## src/rtl/usbp_host_bridge.sv

```systemverilog
// usbp_host_bridge
// Command bridge between an FX2 slave-FIFO interface and the board peripherals.
// Opcodes come in from EP2 OUT. Responses go back to EP6 IN as one-byte packets.
// The peripherals are an LED register, a chip-select register and a mode-0 SPI master.
//
// state  | meaning
// -------+---------------------------------------------------------------
// RD_OP  | fetch opcode byte from EP2 OUT and dispatch on it
// RD_ARG | fetch argument byte from EP2 OUT
// EXEC   | apply LED/SS write or load the SPI shifter
// SPI    | 8-bit mode-0 transfer, 4 IFCLK cycles per bit
// WR     | write response byte to EP6 IN once FLAGB allows
// PKT    | pulse PKTEND to commit the one-byte packet
module usbp_host_bridge (
    input  logic       reset,
    input  logic       IFCLK,
    input  logic       sys_clk,
    input  logic       FLAGA,
    input  logic       FLAGB,
    input  logic       FLAGC,
    input  logic       FLAGD,
    output logic       SLOE,
    output logic       SLRD,
    output logic       SLWR,
    output logic [1:0] FIFOADR,
    output logic       PKTEND,
    input  logic [7:0] FDI,
    output logic [7:0] FDO,
    output logic [7:0] LEDs,
    output logic [7:0] SS,
    output logic       SCK,
    output logic       MOSI,
    input  logic       MISO,
    input  logic       SCL_i,
    input  logic       SCL_o,
    input  logic       SDA_i,
    input  logic       SDA_o
);

    typedef enum logic [2:0] {
        RD_OP  = 3'd0,
        RD_ARG = 3'd1,
        EXEC   = 3'd2,
        SPI    = 3'd3,
        WR     = 3'd4,
        PKT    = 3'd5
    } state_t;

    localparam logic [7:0] OP_LED_WR = 8'h01;
    localparam logic [7:0] OP_LED_RD = 8'h02;
    localparam logic [7:0] OP_SS_WR  = 8'h03;
    localparam logic [7:0] OP_SPI    = 8'h04;
    localparam logic [7:0] OP_ID     = 8'h05;
    localparam logic [7:0] ID_BYTE   = 8'hA5;
    localparam logic [1:0] ADR_EP2   = 2'b00;
    localparam logic [1:0] ADR_EP6   = 2'b10;

    state_t      r_state;
    logic        r_sloe;
    logic        r_slrd;
    logic        r_slwr;
    logic [1:0]  r_fifoadr;
    logic        r_pktend;
    logic [7:0]  r_fdo;
    logic [7:0]  r_leds;
    logic [7:0]  r_ss;
    logic        r_sck;
    logic        r_mosi;
    logic [7:0]  r_op;
    logic [7:0]  r_arg;
    logic [7:0]  r_shift;
    logic [4:0]  r_cnt;

    logic        w_rd_ready;
    logic        w_wr_ready;
    logic        w_sck_rise;
    logic        w_sck_fall;
    logic        w_unused;

    // A strobe may only be raised once the registered address/OE already
    // point at the right FIFO, so they lead the strobe by a cycle.
    assign w_rd_ready = !r_sloe && (r_fifoadr == ADR_EP2);
    assign w_wr_ready =  r_sloe && (r_fifoadr == ADR_EP6);

    // r_cnt counts 31..0 through the transfer; its low two bits give the
    // SCK phase: 3,2 = low half, 1,0 = high half.
    assign w_sck_rise = (r_cnt[1:0] == 2'd2);
    assign w_sck_fall = (r_cnt[1:0] == 2'd0);

    assign w_unused = &{1'b0, sys_clk, FLAGC, FLAGD, SCL_i, SCL_o, SDA_i, SDA_o};

    assign SLOE    = r_sloe;
    assign SLRD    = r_slrd;
    assign SLWR    = r_slwr;
    assign FIFOADR = r_fifoadr;
    assign PKTEND  = r_pktend;
    assign FDO     = r_fdo;
    assign LEDs    = r_leds;
    assign SS      = r_ss;
    assign SCK     = r_sck;
    assign MOSI    = r_mosi;

    // Command FSM with all FX2 strobes, peripheral registers and SPI shifter
    always_ff @(posedge IFCLK or posedge reset) begin
        if (reset) begin
            r_state   <= RD_OP;
            r_sloe    <= 1'b1;
            r_slrd    <= 1'b1;
            r_slwr    <= 1'b1;
            r_fifoadr <= ADR_EP2;
            r_pktend  <= 1'b1;
            r_fdo     <= 8'h00;
            r_leds    <= 8'h00;
            r_ss      <= 8'hFF;
            r_sck     <= 1'b0;
            r_mosi    <= 1'b0;
            r_op      <= 8'h00;
            r_arg     <= 8'h00;
            r_shift   <= 8'h00;
            r_cnt     <= 5'd0;
        end else begin
            case (r_state)
                RD_OP: begin
                    r_fifoadr <= ADR_EP2;
                    r_sloe    <= 1'b0;
                    if (!r_slrd) begin
                        r_slrd <= 1'b1;
                        r_op   <= FDI;
                        case (FDI)
                            OP_LED_WR, OP_SS_WR, OP_SPI: r_state <= RD_ARG;
                            OP_LED_RD: begin
                                r_fdo   <= r_leds;
                                r_state <= WR;
                            end
                            OP_ID: begin
                                r_fdo   <= ID_BYTE;
                                r_state <= WR;
                            end
                            default: r_state <= RD_OP;
                        endcase
                    end else if (FLAGA && w_rd_ready) begin
                        r_slrd <= 1'b0;
                    end
                end

                RD_ARG: begin
                    r_fifoadr <= ADR_EP2;
                    r_sloe    <= 1'b0;
                    if (!r_slrd) begin
                        r_slrd  <= 1'b1;
                        r_arg   <= FDI;
                        r_state <= EXEC;
                    end else if (FLAGA && w_rd_ready) begin
                        r_slrd <= 1'b0;
                    end
                end

                EXEC: begin
                    case (r_op)
                        OP_LED_WR: begin
                            r_leds  <= r_arg;
                            r_state <= RD_OP;
                        end
                        OP_SS_WR: begin
                            r_ss    <= r_arg;
                            r_state <= RD_OP;
                        end
                        OP_SPI: begin
                            r_shift <= r_arg;
                            r_mosi  <= r_arg[7];
                            r_sck   <= 1'b0;
                            r_cnt   <= 5'd31;
                            r_state <= SPI;
                        end
                        default: r_state <= RD_OP;
                    endcase
                end

                SPI: begin
                    r_cnt <= r_cnt - 5'd1;
                    if (w_sck_rise) begin
                        r_sck   <= 1'b1;
                        r_shift <= {r_shift[6:0], MISO};
                    end else if (w_sck_fall) begin
                        r_sck <= 1'b0;
                        if (r_cnt == 5'd0) begin
                            // Last falling edge: MOSI keeps its final bit.
                            r_fdo   <= r_shift;
                            r_state <= WR;
                        end else begin
                            r_mosi <= r_shift[7];
                        end
                    end
                end

                WR: begin
                    r_fifoadr <= ADR_EP6;
                    r_sloe    <= 1'b1;
                    if (!r_slwr) begin
                        r_slwr   <= 1'b1;
                        r_pktend <= 1'b0;
                        r_state  <= PKT;
                    end else if (FLAGB && w_wr_ready) begin
                        r_slwr <= 1'b0;
                    end
                end

                PKT: begin
                    r_pktend <= 1'b1;
                    r_state  <= RD_OP;
                end

                default: begin
                    r_slrd   <= 1'b1;
                    r_slwr   <= 1'b1;
                    r_pktend <= 1'b1;
                    r_state  <= RD_OP;
                end
            endcase
        end
    end

endmodule

```

## config.mk

```make
export PLATFORM = sky130hd
export DESIGN_NAME = usbp_host_bridge
export DESIGN_NICKNAME = d
export VERILOG_FILES = /design/src/rtl/usbp_host_bridge.sv
export SDC_FILE = /design/constraint.sdc
export NUM_CORES = 1
export LEC_CHECK = 0
export ABC_AREA = 1
export CAP_MARGIN = 20
export CORE_ASPECT_RATIO = 0.6
export CORE_MARGIN = 3
export CORE_UTILIZATION = 32
export DETAILED_ROUTE_END_ITERATION = 16
export GPL_ROUTABILITY_DRIVEN = 0
export GPL_TIMING_DRIVEN = 0
export SETUP_SLACK_MARGIN = 0.4
export SLEW_MARGIN = 20
export SYNTH_ARGS = -nofsm -noshare
export SYNTH_HDL_FRONTEND = slang
export SYNTH_SLANG_ARGS = --single-unit
```

## constraint.sdc

```tcl
create_clock -name IFCLK -period 6.1 [get_ports IFCLK]
set_input_delay 1.22 -clock IFCLK [delete_from_list [all_inputs] [get_ports IFCLK]]
set_output_delay 1.22 -clock IFCLK [all_outputs]
set_load 0.02 [all_outputs]
```

# == Word-level counts from Yosys, hierarchy flattened ==
# Index checks and enable logic that the tools add are counted.
# word_totals
ff_bits,64
output_inout_bits,32
word_cells,112
in_bits,20
# classes
eq_ne,26
reduce_logical,29
n_bitwise,2
muxes,39
n_addsub,1
# ops
op,count
8-bit 2-to-1 mux,6
8-bit one-hot mux with 2 select lines,3
8-bit by 2-bit equality test with 1-bit output (second input constant),3
8-bit by 3-bit equality test with 1-bit output (second input constant),3
3-bit 2-to-1 mux,6
2-bit inequality test (second input constant),9
8-bit by 1-bit equality test with 1-bit output (second input constant),2
3-bit one-hot mux with 5 select lines,1
1-bit 2-to-1 mux,12
1-bit one-hot mux with 2 select lines,6
2-bit AND reduction,6
6-bit AND reduction,2
5-bit one-hot mux with 2 select lines,1
4-bit OR reduction,2
3-bit by 2-bit equality test with 1-bit output (second input constant),2
3-bit equality test (second input constant),2
3-bit one-hot mux with 2 select lines,1
3-bit AND reduction,2
2-bit nonzero test,3
5-bit logical NOT,1
5-bit 2-to-1 mux,1
5-bit AND reduction,1
5-bit OR reduction,1
5-bit by 1-bit subtractor with 5-bit output (second input constant),1
other kinds (13),20

# == Logic depth before layout (Yosys ltp) ==
# logic_depth
ltp_word,6
depth_mapped,12
mapped_depth_nobuf,12

# == Worst setup path before layout ==
# No wires, ideal clock.
# synth_path
path_kind,input to register
start,input port FDI[4]
end,"register r_fdo[1], in the netlist FDO[1]"
n_path_buf,1
slack_ns,4.014
arrival_time_ns,1.965
cell_stages,9
setup_ns,0.121
required_time_ns,5.979
path_cell_list,inv_1 > nand2_1 > nor2_1 > nand2_1 > nand2_1 > nand2_2 > buf_6 > nand2_2 > o21ai_2
# synth_via
elab_chain_len,4
elab_cells_between_ends,7
cone_classes,3 x eq/ne; 3 x mux; 1 x reduce/logical
# synth_lines
element,line,source
from (decl),27,"input logic [7:0] FDI,"
8-bit by 3-bit equality test with 1-bit output / 8-bit by 2-bit equality test with 1-bit output (equally long branches),129,case (FDI)
8-bit one-hot mux with 2 select lines,129,
8-bit 2-to-1 mux,126,if (!r_slrd) begin
8-bit one-hot mux with 2 select lines,122,case (r_state)
to (signal assigned),132,r_fdo <= r_leds;
to (signal assigned),188,r_fdo <= r_shift;
to (decl),64,logic [7:0] r_fdo;
# Parallel ways exist; a longest one is shown, timed or not. The select of a mux whose other input is x is not followed.
# A chain may end at the register's enable or synchronous reset.

# == Final worst setup path ==
# layout_path
start,"register r_slrd, in the netlist SLRD"
end,output port SLRD
# layout_lines
element,line,source
from (decl),60,logic r_slrd;
from (signal assigned),108,r_slrd <= 1'b1;
from (signal assigned),127,r_slrd <= 1'b1;
from (signal assigned),142,r_slrd <= 1'b0;
to (decl),23,"output logic SLRD,"
# No word-level cell between the ends.

==> flow_metrics.env <==
export IMPL_status="complete, no violations"
export IMPL_total_power_mw=1.98
export IMPL_cp_slowest_cell="clkdlybuf4s50_1"
export IMPL_r2r_cells=12
export IMPL_syn_nets=414
export IMPL_grt_pass1_vias=2590
export IMPL_start_util_pct=33.7
export IMPL_fin_tns_setup_ps=0
export IMPL_cp_cell_sequence="clkdlybuf4s50_1"
export IMPL_rows=27
export IMPL_layout_cells_most_common="nand2_1"
export IMPL_post_cts_repair_setup_buffers=0
export IMPL_hp_start="SS[2]$_DFFE_PP1P_"
export IMPL_vias=2648
export IMPL_drv_cap=0
export IMPL_wirelength_um=7820
export IMPL_switching_power_mw=0.742
export IMPL_hold_path_cell_count=2
export IMPL_reg2reg_from="r_cnt[0]$_DFFE_PP0P_"
export IMPL_r2r_end="FDO[1]$_DFFE_PP0P_"
export IMPL_ys_seq_area_share_pct=50.3
export IMPL_finalHoldViolations=0
export IMPL_cp_num_buf_inv=1
export IMPL_cts_root_buf="clkbuf_16"
export IMPL_synth_warnings=0
export IMPL_remaining_drc_errors=0
export IMPL_syn_area_um2=3160
export IMPL_synth_cell_types=30
export IMPL_rsz0062_at_grt="false"
export IMPL_clkPwrFrac_pct=25.8
export IMPL_die_x_um=134
export IMPL_boundaryPins=52
export IMPL_worstMarginPinSlew_ps=514
export IMPL_fin_nets=469
export IMPL_grt_max_degree=34
export IMPL_drtAntennaViolNets=0
export IMPL_cp_slowest_stage_delay_ps=620
export IMPL_cp_end_kind="primary output"
export IMPL_postCtsResizedCells=0
export IMPL_crit_path_max_fanout=5
export IMPL_utilization_pct=43.4
export IMPL_crit_arrival_ps=1520
export IMPL_num_fill_cells=962
export IMPL_wire_per_inst_um=13.5
export IMPL_worstPathRequired_ps=4880
export IMPL_drt_pre_antenna_iters=5
export IMPL_ctsLongestPathBuffers=2
export IMPL_fp_coreArea_um2=9390
export IMPL_cts_buffers=9
export IMPL_area_growth_pct=28.9
export IMPL_grt_pass1_wl_um=13100
export IMPL_synthCells=389
export IMPL_setup_viol=0
export IMPL_cp_depth=1
export IMPL_peakVddDrop_v=0.000217
export IMPL_critPathLaunch="SLRD$_DFFE_PP1N_"
export IMPL_ctsHoldBuffers=0
export IMPL_switching_share_pct=37.5
export IMPL_multi_input_area_um2=1300
export IMPL_htreeDepth=3
export IMPL_clk_latency_ps=330
export IMPL_grtUsageTotal_pct=14.8
export IMPL_ys_ff_latch=63
export IMPL_cts_tree="built"
export IMPL_clock_skew_ps=13.2
export IMPL_synth_top_area_cell="dfrtp_1"
export IMPL_drive_gt1_share_pct=14.9
export IMPL_die_h_um=83.0
export IMPL_period_minus_slack_ps=2740
export IMPL_p_int_mw=1.24
export IMPL_share_seq_of_total_power_pct=35.9
export IMPL_critPathTopFamily="buffers and inverters"
export IMPL_antenna_found_initial=0
export IMPL_fin_crit_sh_pct=44.9
export IMPL_antenna_cells=0
export IMPL_criticalPathCategory="flop to primary output"
export IMPL_drt_vias_per_instance=4.57
export IMPL_r2r_slack_ps=4340
export IMPL_grt_overflow_total=0
export IMPL_slew_limit_headroom_pct=65.7
export IMPL_io_buffers=43
export IMPL_power_density_nw_per_um2=485
export IMPL_dr_first_iter_drc_count=277
export IMPL_syn_avg_cell_area_um2=8.13
export IMPL_hp_class="flop to flop"
export IMPL_synth_top_area_share_pct=40.3
export IMPL_synthTopCellsByArea="dfrtp_1 (40%), nand2_1 (14%), dfstp_2 (10%)"
export IMPL_layout_common_cells="nand2_1 (121), dfrtp_1 (51), inv_1 (48)"
export IMPL_path_clk_slew_ps=60
export IMPL_min_delay_worst_endpoint="SS[2]$_DFFE_PP1P_"
export IMPL_cts_sinks=63
export IMPL_hpwl_um=5710
export IMPL_start_kind="flop"
export IMPL_die_area_um2=11200
export IMPL_power_share_combinational_pct=38.3
export IMPL_slew_violations=0
export IMPL_leakagePower_nw=1.95
export IMPL_seq_area_um2=1590
export IMPL_fmax_mhz=365
-- power by group through the flow --
| stage | Sequential, mW | Combinational, mW | Clock (mW) |
|---|---|---|---|
| final | 0.710 | 0.757 | 0.511 |
| after global routing | 0.735 | 0.849 | 0.542 |
| after CTS | 0.711 | 0.764 | 0.521 |
| after detailed placement | 0.716 | 0.757 | 0 |
| after global placement | 0.711 | 0.741 | 0 |
| after floorplan | 0.770 | 0.427 | 0 |
-- layer usage --
layer	GRT usage, %	up-vias	wire length [um]
met5	0	-	0
met4	3.97	0	80
met3	5.21	11	460
met2	20.5	63	3350
met1	21.8	1238	3920
li1	-	1336	-
-- cells by family (layout without fill, tap and decap cells) --
group / after synthesis / count (layout) / synth area share, %
AO/OA/AOI/OAI: 69 / 69 / 13.1
buffers and inverters: 62 / 122 / 8.54
adder cells (fa/ha/maj): 5 / 5 / 1.98
other: 1 / 1 / 0.119
AND/OR/NAND/NOR: 189 / 189 / 26.0
flip-flops: 63 / 63 / 50.3
-- stage by stage --
step | hold slack [ps] | cells | worst slack (ps) | cell area (um2)
finish | 476 | 579 | 3360 | 4080
global route | 500 | 579 | 3320 | 4080
CTS | 480 | 579 | 3340 | 4080
detailed placement | 466 | 563 | 3230 | 3780
global placement | 459 | 562 | 2150 | 3760
floorplan | 449 | 389 | 3330 | 3160
-- registers in the layout, indices dropped and copies added (netlist names) --
signal and cells:
LEDs 8, SLOE 1, FIFOADR 1, r_state 3, r_arg 8, r_cnt 5
r_shift 8, SCK 1, FDO 8, MOSI 1, SLWR 1, PKTEND 1
SLRD 1, SS 8, r_op 8
-- cell type report --
type | instances | share of cell area, %
sequential | 63 | 39.0
multi-input combinational | 264 | 31.9
timing repair buffer | 44 | 11.0
clock buffer | 15 | 6.57
inverter | 51 | 4.76
tap | 130 | 3.99
buffer | 11 | 1.93
clock inverter | 1 | 0.736
-- worst max-delay path by stage --
stage                    endpoint
4_1_cts                      SLRD
5_1_grt                      SLRD
3_5_place_dp   FDO[3]$_DFFE_PP0P_
2_1_floorplan  FDO[0]$_DFFE_PP0P_
3_3_place_gp   FDO[2]$_DFFE_PP0P_
6_report                     SLRD
-- cells in the mapped netlist --
master and number:
nand2_1 121, dfrtp_1 51, inv_1 49, nor2_1 28
o21ai_0 25, nand3_1 18, o21ai_1 18, dfstp_2 12
o21ai_2 12, nand2_2 9, a21oi_1 6, buf_4 5
ha_1 5, nor3_1 4, buf_2 3, o21bai_1 3
buf_6 2, inv_2 2, nand3_2 2, nand3_4 2
nor2_2 2, o31ai_1 2, a21boi_2 1, a31oi_1 1
a41oi_1 1, clkbuf_1 1, conb_1 1, nand4_1 1
nor3_4 1, or2_1 1
No activity file was read; power rests on OpenSTA's default activity.
==> RTL change, RTL diff (same flow settings) <==
Add an input register stage for `FLAGC`; this delays it by one clock. The other inputs are not delayed to match.
--- a/src/rtl/usbp_host_bridge.sv
+++ b/src/rtl/usbp_host_bridge.sv
@@ -55,6 +55,12 @@
     localparam logic [1:0] ADR_EP2   = 2'b00;
     localparam logic [1:0] ADR_EP6   = 2'b10;
 
+    logic FLAGC_q;
+
+    always_ff @(posedge IFCLK) begin
+        FLAGC_q <= FLAGC;
+    end
+
     state_t      r_state;
     logic        r_sloe;
     logic        r_slrd;
@@ -87,7 +93,7 @@
     assign w_sck_rise = (r_cnt[1:0] == 2'd2);
     assign w_sck_fall = (r_cnt[1:0] == 2'd0);
 
-    assign w_unused = &{1'b0, sys_clk, FLAGC, FLAGD, SCL_i, SCL_o, SDA_i, SDA_o};
+    assign w_unused = &{1'b0, sys_clk, FLAGC_q, FLAGD, SCL_i, SCL_o, SDA_i, SDA_o};
 
     assign SLOE    = r_sloe;
     assign SLRD    = r_slrd;
Formal check against the unedited RTL: equivalent (equiv_simple and equiv_induct, registers matched by name and starting in step).
==> RTL change against the original RTL <==
Power decreased by 12%. First-iteration DRC count decreased by 7.6%. Highest routed layer unchanged. Sequential power decreased by 9.7%. Synthesized area shrank 0.28%. Worst setup slack improved by 18 ps. Maximum frequency increased by 0.64%. Combinational power shrank 25%. Register-to-register slack gained 120 ps. Sequential cell count unchanged. Design area is essentially flat. Die area shrank 0.26%. Sequential share of layout area about the same. Routed wire length rose by 2.9%.
==> RTL change: results (changes against the original RTL) <==
* Status: completed
* CTS Buf Count at 9 (unchanged)
* Clock slew at reported path FFs at 50 ps
* Synth area leaders: dfrtp_1 40%, nand2_1 16%, dfstp_2 10%, inv_1 4.3%, nand3_1 4.3%
* Met3 GRT Util at 5.33% (+0.12 points)
* Met1 Use GR at 23.8% (+2.0 points)
* R2R Path End: r_shift[0]
* Layout fillers at 942 (-2.1%)
* Seq/Total Area, Yosys at 50.4% (+0.14 points)
* Net count after synthesis at 400 (-3.4%)
* Reg-to-Reg Start: r_state[2]
* Lkg Pwr at 1.98 nW (+1.5%)
* Final Skew at 5.17 ps (-8.01 ps)
* Worst-path fanout max at 4 (-1)
* Post-CTS setup buffers at 0 (unchanged)
* Met2 Use GR at 20.8% (+0.32 points)
* Top post-synthesis cells by count: 135 x nand2_1, 51 x dfrtp_1, 36 x inv_1, 27 x nand3_1, 24 x o21ai_0
* Slowest-stage cell, CP: clkdlybuf4s50_1
* Nets at 455 (-3.0%)
* Largest net degree at the start of global routing at 37 (+8.8%)
* Switch share at 36.3% (-1.2 points)
* Met1 Wirelength at 4180 um (+6.7%)
* Post-Place Cell Area at 3770 um2 (-0.23%)
* Crit path DAT at 1500 ps (-20 ps)
* DR vias/cell at 4.72 (+3.3%)
* Comb pwr at 0.568 mW (-25%)
* Initial antenna violation count at 0 (unchanged)
* 1st-iter DRT viols at 256 (-7.6%)
* Routed length on met3 at 631 um (+37%)
* Synth Warn # at 0 (unchanged)
* Sw Pwr at 0.632 mW (-15%)
* Unique masters post-synth at 33 (+10%)
* End of the critical path: SLOE
* Worst VDD drop at 0.169 mV (-22%)
* Post-DP HPWL at 5920 um (+3.7%)
* Fraction of layout instances using a drive strength above 1 at 15.3% (+0.41 points)
* All-Layer GR Usage at 15.6% (+0.75 points)
* Worst setup startpoint: SLOE
* Flop-to-flop setup slack at 4460 ps (+120 ps)
* Worst Reg2Reg Path Length in Cells at 8 (-4)
* Average wire per standard cell at 14.2 um (+5.1%)
* Vias in the first global route at 2,584 (-0.23%)
* First-pass GRT wire length at 13,600 um (+3.6%)
* Primary FF master, synth: dfrtp_1
* Wire length on met2 at 3200 um (-4.7%)
* Sequential share of power at 36.8% (+0.9 points)
-- RTL change: cell types whose count changed after synthesis, sizes merged --
cell,delta
a21oi,-4
a31oi,-1
buf,-1
clkbuf,-1
ha,-2
inv,-13
nand2,+14
nand3,+11
nor2,-10
o21a,+3
o21ai,-6
o21bai,-3
or2,+1
-- RTL change: kinds of logic (layout without fill, tap and decap cells) --
kind of cell	after synthesis	count (layout)	share of synthesized area, %
simple gates	205	205	29.5
flops	63	63	50.4
compound gates	58	58	11.1
buf+inv	47	107	7.69
fa+ha+maj	3	3	1.19
other cells	1	1	0.119
-- RTL change: cell type report --
| cell class | instances | area [um2] | share of cell area, % |
|---|---|---|---|
| flip-flops and latches | 63 | 1590 | 39.0 |
| multi-input cells | 267 | 1320 | 32.4 |
| repair buffers | 44 | 450 | 11.0 |
| clock buffers | 13 | 270 | 6.62 |
| well taps | 130 | 163 | 3.99 |
| inverters | 38 | 148 | 3.62 |
| plain buffers | 9 | 97.6 | 2.39 |
| clock inverters | 3 | 40.0 | 0.981 |
-- RTL change: worst min-delay path by stage --
stage	startpoint	endpoint	slack, ps	cells after the start
6_report	FDO[3]	FDO[3]	470	2
5_1_grt	SS[6]	SS[6]	490	2
4_1_cts	FDO[3]	FDO[3]	470	2
3_5_place_dp	FDO[3]	FDO[3]	460	2
3_3_place_gp	FDO[4]	FDO[4]	460	2
2_1_floorplan	r_op[5]	r_op[5]	450	2
-- RTL change: worst min-delay path: stages, from the launching register on --
cell and delay, ps:
dfrtp_1 340, nand2_1 50, nand2_1 50
-- RTL change: stage by stage --
stage                     power (mW)  cells  hold slack (ps)  worst slack [ps]
after floorplan                 1.02    377              454              3330
after global placement          1.20    550              457              2140
after detailed placement        1.21    551              458              3130
after CTS                       1.75    567              471              3370
after global routing            1.86    567              492              3280
final                           1.74    567              470              3380
